## src/rtl/framebuffer_scanout_if.sv

```systemverilog
// framebuffer_scanout_if
//   Bundles the scanout block's control, framebuffer read port and video
//   output into one interface.
//   master : the scanout engine (drives read address and video outputs)
//   slave  : the surrounding system (drives enable, base, read data)
//   Signals:
//     en          scanout enable
//     fb_base     frame base address, sampled at start of frame
//     fb_raddr    framebuffer read address (registered)
//     fb_rdata    framebuffer read data, valid one clock after fb_raddr
//     pix_rgb     pixel data, 0 when pix_de low
//     pix_de      active-video flag
//     hsync/vsync sync outputs
//     vblank      output line is at or beyond the active line count
//     frame_start one-clock pulse with the first output cycle of a frame
interface framebuffer_scanout_if;
   logic        en;
   logic [19:0] fb_base;
   logic [19:0] fb_raddr;
   logic [23:0] fb_rdata;
   logic [23:0] pix_rgb;
   logic        pix_de;
   logic        hsync;
   logic        vsync;
   logic        vblank;
   logic        frame_start;

   modport master (
      input  en, fb_base, fb_rdata,
      output fb_raddr, pix_rgb, pix_de, hsync, vsync, vblank, frame_start
   );

   modport slave (
      output en, fb_base, fb_rdata,
      input  fb_raddr, pix_rgb, pix_de, hsync, vsync, vblank, frame_start
   );
endinterface

```

## src/rtl/framebuffer_scanout.sv

```systemverilog
// framebuffer_scanout
//   Display-side reader of the framebuffer. Generates raster timing, issues
//   one synchronous read per active pixel and emits pixel data aligned with
//   hsync/vsync/de. The frame base is latched once per frame so the writer
//   can double-buffer without tearing.
//   Ports:
//     clk    pixel clock
//     rst_n  asynchronous active-low reset
//     bus    framebuffer_scanout_if.master (en, fb_base, fb_raddr, fb_rdata,
//            pix_rgb, pix_de, hsync, vsync, vblank, frame_start)
//   All outputs for raster position (h,v) appear 3 clocks after the counters
//   hold (h,v).
module framebuffer_scanout #(
   parameter int unsigned H_ACTIVE    = 640,
   parameter int unsigned H_FP        = 16,
   parameter int unsigned H_SYNC      = 96,
   parameter int unsigned H_BP        = 48,
   parameter int unsigned V_ACTIVE    = 480,
   parameter int unsigned V_FP        = 10,
   parameter int unsigned V_SYNC      = 2,
   parameter int unsigned V_BP        = 33,
   parameter int unsigned STRIDE      = 1024,
   parameter logic        SYNC_ACTIVE = 1'b0
) (
   input  logic                   clk,
   input  logic                   rst_n,
   framebuffer_scanout_if.master  bus
);

   localparam int unsigned H_TOTAL = H_ACTIVE + H_FP + H_SYNC + H_BP;
   localparam int unsigned V_TOTAL = V_ACTIVE + V_FP + V_SYNC + V_BP;
   localparam int unsigned HW      = $clog2(H_TOTAL);
   localparam int unsigned VW      = $clog2(V_TOTAL);

   typedef struct packed {
      logic act;
      logic hs;
      logic vs;
      logic vb;
      logic sof;
   } ctl_t;

   localparam ctl_t CTL_IDLE = '{act: 1'b0, hs: ~SYNC_ACTIVE, vs: ~SYNC_ACTIVE,
                                 vb: 1'b0, sof: 1'b0};

   logic [HW-1:0] h_cnt;
   logic [VW-1:0] v_cnt;
   logic [19:0]   line_base;
   logic [19:0]   rd_base;
   logic [19:0]   fb_raddr_q;
   logic [23:0]   pix_rgb_q;
   logic          h_last;
   logic          v_last;
   logic          frame_origin;
   ctl_t          ctl_raw;
   ctl_t          ctl_p1;
   ctl_t          ctl_p2;
   ctl_t          ctl_q;

   // Stage 0 decode
   always_comb begin
      h_last       = (32'(h_cnt) == H_TOTAL - 1);
      v_last       = (32'(v_cnt) == V_TOTAL - 1);
      frame_origin = (h_cnt == '0) && (v_cnt == '0);
      ctl_raw      = CTL_IDLE;
      if (bus.en) begin
         ctl_raw.act = (32'(h_cnt) < H_ACTIVE) && (32'(v_cnt) < V_ACTIVE);
         ctl_raw.hs  = ((32'(h_cnt) >= H_ACTIVE + H_FP) &&
                        (32'(h_cnt) <  H_ACTIVE + H_FP + H_SYNC)) ? SYNC_ACTIVE : ~SYNC_ACTIVE;
         ctl_raw.vs  = ((32'(v_cnt) >= V_ACTIVE + V_FP) &&
                        (32'(v_cnt) <  V_ACTIVE + V_FP + V_SYNC)) ? SYNC_ACTIVE : ~SYNC_ACTIVE;
         ctl_raw.vb  = (32'(v_cnt) >= V_ACTIVE);
         ctl_raw.sof = frame_origin;
      end
      // line_base only takes the new frame base on this same edge, so the
      // first read of a frame uses fb_base directly.
      rd_base = frame_origin ? bus.fb_base : line_base;
   end

   // Raster counters
   always_ff @(posedge clk or negedge rst_n) begin
      if (!rst_n) begin
         h_cnt <= '0;
         v_cnt <= '0;
      end else if (!bus.en) begin
         h_cnt <= '0;
         v_cnt <= '0;
      end else if (h_last) begin
         h_cnt <= '0;
         v_cnt <= v_last ? '0 : v_cnt + 1'b1;
      end else begin
         h_cnt <= h_cnt + 1'b1;
      end
   end

   // Per-line start address; reloaded from fb_base once per frame
   always_ff @(posedge clk or negedge rst_n) begin
      if (!rst_n) begin
         line_base <= '0;
      end else if (!bus.en || frame_origin) begin
         line_base <= bus.fb_base;
      end else if (h_last && (32'(v_cnt) < V_ACTIVE - 1)) begin
         line_base <= line_base + 20'(STRIDE);
      end
   end

   // Read address (stage 1); holds outside active video
   always_ff @(posedge clk or negedge rst_n) begin
      if (!rst_n) begin
         fb_raddr_q <= '0;
      end else if (ctl_raw.act) begin
         fb_raddr_q <= rd_base + 20'(h_cnt);
      end
   end

   // Control delay line matched to address register + memory latency
   always_ff @(posedge clk or negedge rst_n) begin
      if (!rst_n) begin
         ctl_p1    <= CTL_IDLE;
         ctl_p2    <= CTL_IDLE;
         ctl_q     <= CTL_IDLE;
         pix_rgb_q <= '0;
      end else begin
         ctl_p1    <= ctl_raw;
         ctl_p2    <= ctl_p1;
         ctl_q     <= ctl_p2;
         pix_rgb_q <= ctl_p2.act ? bus.fb_rdata : '0;
      end
   end

   assign bus.fb_raddr    = fb_raddr_q;
   assign bus.pix_rgb     = pix_rgb_q;
   assign bus.pix_de      = ctl_q.act;
   assign bus.hsync       = ctl_q.hs;
   assign bus.vsync       = ctl_q.vs;
   assign bus.vblank      = ctl_q.vb;
   assign bus.frame_start = ctl_q.sof;

endmodule

```

## src/flat_wrapper.sv

```systemverilog
// flat-port wrapper written by rule: the top's interface ports become plain ports
module framebuffer_scanout_flat 
#(
   parameter int unsigned H_ACTIVE    = 640,
   parameter int unsigned H_FP        = 16,
   parameter int unsigned H_SYNC      = 96,
   parameter int unsigned H_BP        = 48,
   parameter int unsigned V_ACTIVE    = 480,
   parameter int unsigned V_FP        = 10,
   parameter int unsigned V_SYNC      = 2,
   parameter int unsigned V_BP        = 33,
   parameter int unsigned STRIDE      = 1024,
   parameter logic        SYNC_ACTIVE = 1'b0
)
  (clk, rst_n, bus_en, bus_fb_base, bus_fb_rdata, bus_fb_raddr, bus_pix_rgb, bus_pix_de, bus_hsync, bus_vsync, bus_vblank, bus_frame_start);
  framebuffer_scanout_if bus_i ();
  input  logic clk;
  input  logic rst_n;
  input wire logic [$bits(bus_i.en)-1:0] bus_en;
  input wire logic [$bits(bus_i.fb_base)-1:0] bus_fb_base;
  input wire logic [$bits(bus_i.fb_rdata)-1:0] bus_fb_rdata;
  output wire logic [$bits(bus_i.fb_raddr)-1:0] bus_fb_raddr;
  output wire logic [$bits(bus_i.pix_rgb)-1:0] bus_pix_rgb;
  output wire logic [$bits(bus_i.pix_de)-1:0] bus_pix_de;
  output wire logic [$bits(bus_i.hsync)-1:0] bus_hsync;
  output wire logic [$bits(bus_i.vsync)-1:0] bus_vsync;
  output wire logic [$bits(bus_i.vblank)-1:0] bus_vblank;
  output wire logic [$bits(bus_i.frame_start)-1:0] bus_frame_start;
  assign bus_i.en = bus_en;
  assign bus_i.fb_base = bus_fb_base;
  assign bus_i.fb_rdata = bus_fb_rdata;
  assign bus_fb_raddr = bus_i.fb_raddr;
  assign bus_pix_rgb = bus_i.pix_rgb;
  assign bus_pix_de = bus_i.pix_de;
  assign bus_hsync = bus_i.hsync;
  assign bus_vsync = bus_i.vsync;
  assign bus_vblank = bus_i.vblank;
  assign bus_frame_start = bus_i.frame_start;
  framebuffer_scanout #(.H_ACTIVE(H_ACTIVE), .H_FP(H_FP), .H_SYNC(H_SYNC), .H_BP(H_BP), .V_ACTIVE(V_ACTIVE), .V_FP(V_FP), .V_SYNC(V_SYNC), .V_BP(V_BP), .STRIDE(STRIDE), .SYNC_ACTIVE(SYNC_ACTIVE)) u_core (.clk(clk), .rst_n(rst_n), .bus(bus_i));
endmodule
```

## config.mk

```make
export PLATFORM = sky130hd
export DESIGN_NAME = framebuffer_scanout_flat
export DESIGN_NICKNAME = d
export VERILOG_FILES = /design/src/rtl/framebuffer_scanout_if.sv /design/src/rtl/framebuffer_scanout.sv /design/src/flat_wrapper.sv
export SDC_FILE = /design/constraint.sdc
export NUM_CORES = 1
export LEC_CHECK = 0
export CAP_MARGIN = 25
export CORE_ASPECT_RATIO = 0.5
export CORE_MARGIN = 2
export CORE_UTILIZATION = 45
export CTS_CLUSTER_SIZE = 28
export DETAILED_ROUTE_END_ITERATION = 10
export PLACE_DENSITY = 0.71
export SYNTH_ARGS = -nofsm -noshare
export SYNTH_HDL_FRONTEND = slang
export SYNTH_SLANG_ARGS = --single-unit
export TNS_END_PERCENT = 100
```

## constraint.sdc

```tcl
create_clock -name clk -period 12 [get_ports clk]
set_clock_uncertainty 0.1 [all_clocks]
set_input_delay 1.2 -clock clk [delete_from_list [all_inputs] [get_ports clk]]
set_output_delay 1.2 -clock clk [all_outputs]
set_load 0.05 [all_outputs]
```

Word level (Yosys, flattened, before mapping)
Cells that the tools add are included.

word-level totals
  bits in registers = 99
  logic and storage cells = 57

cells by class
  add/subtract/negate cells = 4
  order comparisons = 8
  equality and inequality tests = 3
  muxes and demuxes = 12
  reductions and logical operators = 10

operator list
  kind                                                                            count
  20-bit 2-to-1 mux                                                               3
  10-bit 2-to-1 mux                                                               5
  10-bit by 9-bit less-than comparator with 1-bit output (second input constant)  3
  24-bit 2-to-1 mux                                                               1
  10-bit by 1-bit adder with 10-bit output (second input constant)                2
  20-bit by 10-bit adder with 20-bit output                                       1
  20-bit by 11-bit adder with 20-bit output (second input constant)               1
  10-bit == test (second input constant)                                          2
  10-bit by 9-bit >= comparator with 1-bit output (second input constant)         2
  10-bit logical NOT                                                              2
  10-bit less-than comparator (second input constant)                             2
  10-bit >= comparator (second input constant)                                    1
  1-bit logical AND                                                               5
  5-bit 2-to-1 mux                                                                1
  1-bit 2-to-1 mux                                                                2
  2-bit by 1-bit != test with 1-bit output (second input constant)                1
  2-bit nonzero test                                                              1
  1-bit logical NOT                                                               1
  1-bit logical OR                                                                1

Logic depth before layout (Yosys ltp)
Gate-level depths: netlist of run 1.

  word-level depth = 4
  mapped depth = 19
  gate-level depth less buffers = 16

Least setup slack after synthesis of run 1
Ideal clock, no wire load.

  path type = reg-to-reg
  start = reg u_core.v_cnt[0]
  end = reg u_core.fb_raddr_q[16] (netlist: u_core.bus.fb_raddr[16])
  library setup time = 0.130 ns
  data arrival time = 3.667 ns
  required time = 11.770 ns
  path slack = 8.102 ns
  stages on the path, launching flop included = 20
  path buffers = 3
  path through = dfrtp_1 > inv_1 > ha_1 > nor4b_1 > nand3_1 > nor3_2 > buf_4 > buf_6 > buf_4 > mux2_1 > ha_1 > inv_1 > fa_1 > nor2b_1 > o31a_1 > a41oi_1 > o21ai_1 > and3_1 > a311oi_1 > o21ai_1

between the ends
  longest elaborated chain between the ends = 4
  elaborated cells between the ends (all ways) = 7
  those cells by class = add/sub: 1; order compare: 1; mux: 2; reduce/logical: 3

RTL lines
  what                                       RTL line                    source
  from (decl)                                framebuffer_scanout.sv:47   logic [VW-1:0] v_cnt;
  from (signal assigned)                     framebuffer_scanout.sv:90   v_cnt <= v_last ? '0 : v_cnt + 1'b1;
  10-bit logical NOT                         framebuffer_scanout.sv:64   frame_origin = (h_cnt == '0) && (v_cnt == '0);
  1-bit logical AND                          framebuffer_scanout.sv:64
  20-bit 2-to-1 mux                          framebuffer_scanout.sv:77   rd_base = frame_origin ? bus.fb_base : line_base;
  20-bit by 10-bit adder with 20-bit output  framebuffer_scanout.sv:112  fb_raddr_q <= rd_base + 20'(h_cnt);
  to (signal assigned)                       framebuffer_scanout.sv:112
  to (decl)                                  framebuffer_scanout.sv:50   logic [19:0] fb_raddr_q;

Parallel ways exist; a longest one is shown, timed or not.
A chain may end at the register's enable or synchronous reset.

Worst setup path after layout of run 1
  start = reg u_core.v_cnt[1]
  end = reg u_core.fb_raddr_q[16] (netlist: u_core.bus.fb_raddr[16])

Same word-level chain as after synthesis.

==> metrics, run 1 <==
Mapped Area=4920 um2; fin nets=624; Hold Vio Cnt, Final=0; setup TNS=0 ns; DRT iter0 DRCs=254; Layout area overhead=28.7%; initial antenna violation count=0; R2R Path Start=u_core.v_cnt[1]$_DFFE_PN0P_; Routed Wire Length=11400 um; Tcrit/Tclk final=35.4%; DP HPWL=8340 um; Core Rows=26; largest net degree at the start of global routing=80; Post-Syn Instances=469; top cells by count, synth=93 x dfrtp_1, 48 x nand2_1, 29 x and2_1, 23 x o21ai_1; LEAKAGE=0.00272 uW; Setup crit end kind=flop; Die Wd=152 um; Yosys top cell area share=47.3%; worst-case clock buffer depth=2; router iterations before antenna repair=4; first-pass GRT wire length=19600 um; cts hold-fix bufs=0; Startpoint Class=flop; Peak supply drop=0.0703 mV; warning count from the yosys run=0; share of cells above drive strength 1=8.66%; drc violations=0; Seq cells post-synth=99; Cell variety after synth=57; Core Area=10400 um2; pre-CTS setup slack=7.76 ns; status=complete, no violations; clock sinks=99; Initial Utilization=47.3%; fmax=0.236 GHz; I/O Buffers=95; most frequent cell after synthesis=dfrtp_1; Post-CTS Repair Setup Buffers=0; fillers=877; origin of the worst min-delay path=u_core.ctl_p1[4]$_DFF_PN0_; EDFF count, synth=0; # resized after CTS=0; hold crit path type=flop to flop; Reg2Reg Depth=17; Final WS setup=7.76 ns; post-synthesis area per instance=10.5 um2; vias post-DR=3697; DIE AREA=11800 um2; Slew headroom=49.6%; Multi-input gate area=2300 um2; H-tree depth=3; post-synth top area cell=dfrtp_1; slew at the pin with the worst max-slew slack=0.734 ns; Reg2Reg Setup Slack=7.76 ns; GRT Total Usage=20.9%; CP Max Fanout=29; drt via density=5.24; Worst R2R End=u_core.bus.fb_raddr[16]$_DFFE_PN0P_; Avg WL per Cell=16.2 um; ys flop type=dfrtp_1; synth top area cells=dfrtp_1 47%, ha_1 3.8%, xor2_1 3.7%; Final setup viols=0; Worst-path clk slew=0.07 ns; num ports=96; CTS tree=built; share of flip-flops with an asynchronous set or reset=100%; MaxCap Viol Count=0; Antenna diodes=0; sequential cell area fraction in the yosys report=50.5%; Clk Latency, worst-skew pair=0.34 ns; WHS Endpoint=u_core.ctl_p2[4]$_DFF_PN0_; gpl congestion=0.868; Pins Over Slew Limit=0; kind of critical path=flop to flop; vias in the first global route=3725; crit path time final=4.24 ns; Sequential Area=2480 um2; Root Driver=clkbuf_16; pwr dens=144 nW/um2; Die Span Y=77.9 um; hold path depth=0; RSZ-0062 raised after global routing=false; TritonCTS Buffers=9; GR Overflow Total=0; antenna viol nets, final=0; syn_nets=532; CP Data Required Time=12.12 ns; CP arrival=4.36 ns
layout by cell type, fill, tap and decap left out, drive strengths merged, types with 2 or more instances in the layout:
master | netlist | final
buf | 8 | 6
or2 | 2 | 2
o31ai | 2 | 2
and3 | 9 | 9
mux2 | 23 | 23
clkdlybuf4s50 | 0 | 94
xor2 | 21 | 21
a21oi | 11 | 11
ha | 15 | 15
and2 | 29 | 29
or4 | 2 | 2
nand2b | 9 | 9
nor2 | 20 | 20
o21bai | 2 | 2
clkbuf | 11 | 11
o22ai | 2 | 2
nand2 | 48 | 48
nor3 | 3 | 3
inv | 13 | 13
nand3 | 22 | 22
a21o | 2 | 2
clkinv | 0 | 2
o211ai | 2 | 2
nand4 | 10 | 10
nor2b | 6 | 6
dfstp | 6 | 6
dfrtp | 93 | 93
bufinv | 0 | 2
xnor2 | 14 | 14
mux2i | 11 | 11
o21ai | 50 | 50
nor4 | 4 | 4
worst max path at each step:
| stage | startpoint | end | slack (ns) |
|---|---|---|---|
| 2_1_floorplan | u_core.v_cnt[0]$_DFFE_PN0P_ | u_core.bus.fb_raddr[16]$_DFFE_PN0P_ | 8.10 |
| 4_1_cts | u_core.v_cnt[1]$_DFFE_PN0P_ | u_core.bus.fb_raddr[16]$_DFFE_PN0P_ | 7.74 |
| 3_3_place_gp | bus_fb_base[0] | u_core.bus.fb_raddr[16]$_DFFE_PN0P_ | 7.88 |
| 3_5_place_dp | u_core.v_cnt[1]$_DFFE_PN0P_ | u_core.bus.fb_raddr[16]$_DFFE_PN0P_ | 7.76 |
| 6_report | u_core.v_cnt[1]$_DFFE_PN0P_ | u_core.bus.fb_raddr[16]$_DFFE_PN0P_ | 7.76 |
| 5_1_grt | u_core.v_cnt[1]$_DFFE_PN0P_ | u_core.bus.fb_raddr[16]$_DFFE_PN0P_ | 7.31 |
metal layers:
layer | global-route usage, % | wire (um)
met3 | 4.97 | 530
met1 | 28.7 | 5550
met5 | 0 | 0
met4 | 6.17 | 121
met2 | 33.4 | 5210
report_power, final:
group	total [uW]	switching (uW)	internal (uW)	leakage [uW]
logic	220	134	85.6	0.00132
registers	382	20.3	361	0.00124
clock network	308	120	188	0.000156
total	909	274	635	0.00272
metrics by stage:
step                      instance area (um2)  instances  utilization, %  power (uW)  hold slack (ns)
final                                    6330        706            60.8         909            0.249
after global routing                     6330        706            60.8         956            0.249
after CTS                                6300        705            60.6         919            0.250
after detailed placement                 5980        689            57.5         608            0.236
after global placement                   5980        689            57.5         605            0.232
after floorplan                          4920        469               -         526            0.231
kinds of logic after synthesis:
| logic type | Yosys count | share of synthesized area, % |
|---|---|---|
| XOR/XNOR | 35 | 6.23 |
| AO/OA/AOI/OAI | 83 | 10.3 |
| AND/OR/NAND/NOR | 170 | 18.3 |
| multiplexers | 34 | 7.50 |
| flip-flops | 99 | 50.5 |
| adder cells (fa/ha/maj) | 16 | 4.22 |
| buffers and inverters | 32 | 2.95 |
sequential cells by signal, indices dropped and copies added, names as in the netlist:
| name | cells |
|---|---|
| u_core.bus.pix_rgb | 24 |
| u_core.ctl_p2 | 5 |
| u_core.h_cnt | 10 |
| u_core.line_base | 20 |
| u_core.ctl_p1 | 5 |
| u_core.v_cnt | 10 |
| u_core.bus.fb_raddr | 20 |
| u_core.bus.hsync | 1 |
| u_core.bus.vblank | 1 |
| u_core.bus.vsync | 1 |
| u_core.bus.pix_de | 1 |
| u_core.bus.frame_start | 1 |
area by class of cell:
class | instances | area share, %
clock buffer | 11 | 3.83
clock inverter | 5 | 1.23
inverter | 13 | 0.771
multi-input combinational | 338 | 36.3
sequential | 99 | 39.2
tap | 140 | 2.77
timing repair buffer | 100 | 15.9
critical path, stage by stage, from the launching register on:
cell and delay [ns]:
dfrtp_1 0.42, inv_1 0.08, ha_1 0.13, nor4b_1 0.22, nand3_1 0.21, nor3_4 0.19, buf_4 0.37, mux2_1 0.20
ha_1 0.19, inv_1 0.07, fa_1 0.40, nor2b_1 0.16, o31a_1 0.19, a41oi_1 0.18, o21ai_1 0.47, nand4_1 0.15
a311oi_1 0.29, o21ai_1 0.09
No activity file was read; power rests on OpenSTA's default activity.
==> inputs of run 2 (changes only) <==
==> constraint.sdc (replaced) <==
create_clock -name clk -period 4 [get_ports clk]
set_clock_uncertainty 0.1 [all_clocks]
set_input_delay 0.4 -clock clk [delete_from_list [all_inputs] [get_ports clk]]
set_output_delay 0.4 -clock clk [all_outputs]
set_load 0.05 [all_outputs]
==> run 2 against run 1 <==
  * Combinational power grew to 3.1 times the previous value
  * Via count grew 4.2%
  * Clock-buffer cell count grew 1
  * Critical endpoint unchanged
  * Largest cell class unchanged
==> metrics, run 2 (synthesis results as in run 1) <==
sw frac=30.5% (was 30.2%); MaxCap Viol Count=0 (unchanged); TritonCTS Buffers=9 (unchanged); commonest non-fill, non-tap cell in the layout=clkdlybuf4s50_1 (unchanged); Routed Wire Length=11900 um (was 11400 um); Die Span Y=77.9 um (unchanged); crit path cell chain=inv_1 > ha_1 > nor4b_4 > nand3_2 > nor3_4 > buf_12 > mux2_1 > ha_1 > nor2b_2 > o31a_1 > a41oi_2 > o21ai_4 > and3_1 > a311oi_1 > o21ai_1 (was inv_1 > ha_1 > nor4b_1 > nand3_1 > nor3_4 > buf_4 > mux2_1 > ha_1 > inv_1 > fa_1 > nor2b_1 > o31a_1 > a41oi_1 > o21ai_1 > nand4_1 > a311oi_1 > o21ai_1); Setup crit end kind=flop (unchanged); Clk Latency, worst-skew pair=0.35 ns (was 0.34 ns); drc violations=0 (unchanged); DIE AREA=11800 um2 (unchanged); share of cells above drive strength 1=11.9% (was 8.66%); Clock power frac=34.0% (was 33.8%); fillers=892 (was 877); status=complete, no violations (unchanged); first-pass GRT wire length=19500 um (was 19600 um); router iterations before antenna repair=4 (unchanged); Root Driver=clkbuf_16 (unchanged); CP Buf/Inv Count=2 (was 3); CP Max Fanout=9 (was 29); Die Wd=152 um (unchanged); final core occ=62.3% (was 60.8%); worst-case clock buffer depth=2 (unchanged); CTS tree=built (unchanged); slew at the pin with the worst max-slew slack=0.763 ns (was 0.734 ns); Startpoint Class=flop (unchanged); vias in the first global route=3720 (was 3725); hold crit path type=flop to flop (unchanged); antenna viol nets, final=0 (unchanged); Slew headroom=47.6% (was 49.6%); CP delay by family, top=compound AO/OA/AOI/OAI gates (unchanged); Antenna diodes=0 (unchanged); Flop pwr share=41.5% (was 42.0%); pre-CTS setup slack=-0.0167 ns (was 7.76 ns); clock sinks=99 (unchanged); crit path time final=3.75 ns (was 4.24 ns); DP HPWL=8680 um (was 8340 um); CP peak stage delay=0.42 ns (was 0.47 ns); H-tree depth=3 (unchanged); CP arrival=3.88 ns (was 4.36 ns); GRT Total Usage=21.0% (was 20.9%); Final WS setup=0.250 ns (was 7.76 ns); Layout area overhead=31.8% (was 28.7%); pwr dens=425 nW/um2 (was 144 nW/um2); I/O Buffers=95 (unchanged); setup TNS=0 ns (unchanged); drt via density=5.35 (was 5.24); most frequent cells in the layout=94 x clkdlybuf4s50_1, 93 x dfrtp_1, 48 x nand2_1, 29 x and2_1 (was 94 x clkdlybuf4s50_1, 93 x dfrtp_1, 48 x nand2_1, 29 x and2_1, 23 x o21ai_1); gpl congestion=0.867 (was 0.868); largest net degree at the start of global routing=56 (was 80); max reg flops=24 (unchanged); Psw=841 uW (was 274 uW); Initial Utilization=47.3% (unchanged); dpl cell area=6090 um2 (was 5980 um2); vias post-DR=3852 (was 3697); num ports=96 (unchanged); Tcrit/Tclk final=93.7% (was 35.4%); Worst-path clk slew=0.07 ns (about the same); slowest CP cell=dfrtp_1 (was o21ai_1); kind of critical path=flop to flop (unchanged); CP Data Required Time=4.13 ns (was 12.12 ns); initial antenna violation count=0 (unchanged); post-route cell area=6480 um2 (was 6330 um2); Int Power=1910 uW (was 635 uW); Final setup viols=0 (unchanged); Peak supply drop=0.182 mV (was 0.0703 mV); LEAKAGE=0.00282 uW (was 0.00272 uW); DRT iter0 DRCs=214 (was 254); Avg WL per Cell=16.5 um (was 16.2 um); fmax=0.267 GHz (was 0.236 GHz); Pins Over Slew Limit=0 (unchanged); Core Area=10400 um2 (unchanged); GR Overflow Total=0 (unchanged); Core Rows=26 (unchanged); most frequent CP cell=ha_1; Comb power frac=24.4% (was 24.2%); Hold Vio Cnt, Final=0 (unchanged); fin nets=638 (was 624)
-- run 2: final timing paths --
kind	start	endpoint	slack, ns	cells past startpoint
hold / removal	u_core.ctl_p2[1]$_DFF_PN0_	u_core.bus.vblank$_DFF_PN0_	0.25	0
setup reg to reg	u_core.v_cnt[1]$_DFFE_PN0P_	u_core.bus.fb_raddr[16]$_DFFE_PN0P_	0.25	15
max in group asynchronous	rst_n	u_core.bus.fb_raddr[7]$_DFFE_PN0P_	2.47	3
min in group asynchronous	rst_n	u_core.v_cnt[3]$_DFFE_PN0P_	0.37	2
hold reg to reg	u_core.ctl_p2[1]$_DFF_PN0_	u_core.bus.vblank$_DFF_PN0_	0.25	0
setup / recovery	u_core.v_cnt[1]$_DFFE_PN0P_	u_core.bus.fb_raddr[16]$_DFFE_PN0P_	0.25	15
-- run 2: final cells by class --
class	instances	area, um2	share of cell area (%)
clock inverter	4	75.1	1.16
timing repair buffer	114	1110	17.1
clock buffer	12	246	3.80
inverter	13	48.8	0.753
tap	140	175	2.70
sequential	99	2480	38.3
multi-input combinational	338	2350	36.2
-- run 2: layer usage --
metal | GRT usage [%] | vias up | routed length [um]
met1 | 28.6 | 1879 | 5640
met4 | 5.79 | 0 | 152
met5 | 0 | - | 0
met2 | 34.0 | 113 | 5510
met3 | 4.97 | 19 | 575
li1 | - | 1841 | -
-- run 2: power groups by stage --
stage	logic, uW	registers [uW]	clock network [uW]
after global placement	663	1160	0
after floorplan	242	1330	0
after global routing	725	1160	988
final	674	1140	938
after CTS	676	1140	962
after detailed placement	672	1160	0
-- run 2: stage by stage --
step                cells  hold WS [ns]  power (uW)
floorplan             469       0.00441        1580
global placement      701         0.193        1820
detailed placement    701         0.199        1830
CTS                   719         0.254        2780
global route          720         0.259        2870
finish                720         0.252        2760
-- run 2: repair_timing --
item / 4_1_cts / 5_1_grt
hold endpoints to repair: 18 / 0
hold buffers: 1 / 0
endpoints found under the setup margin: 4 / 11
buffers inserted: 1 / 1
pin swaps: 2 / 6
resized for setup: 1 / 9
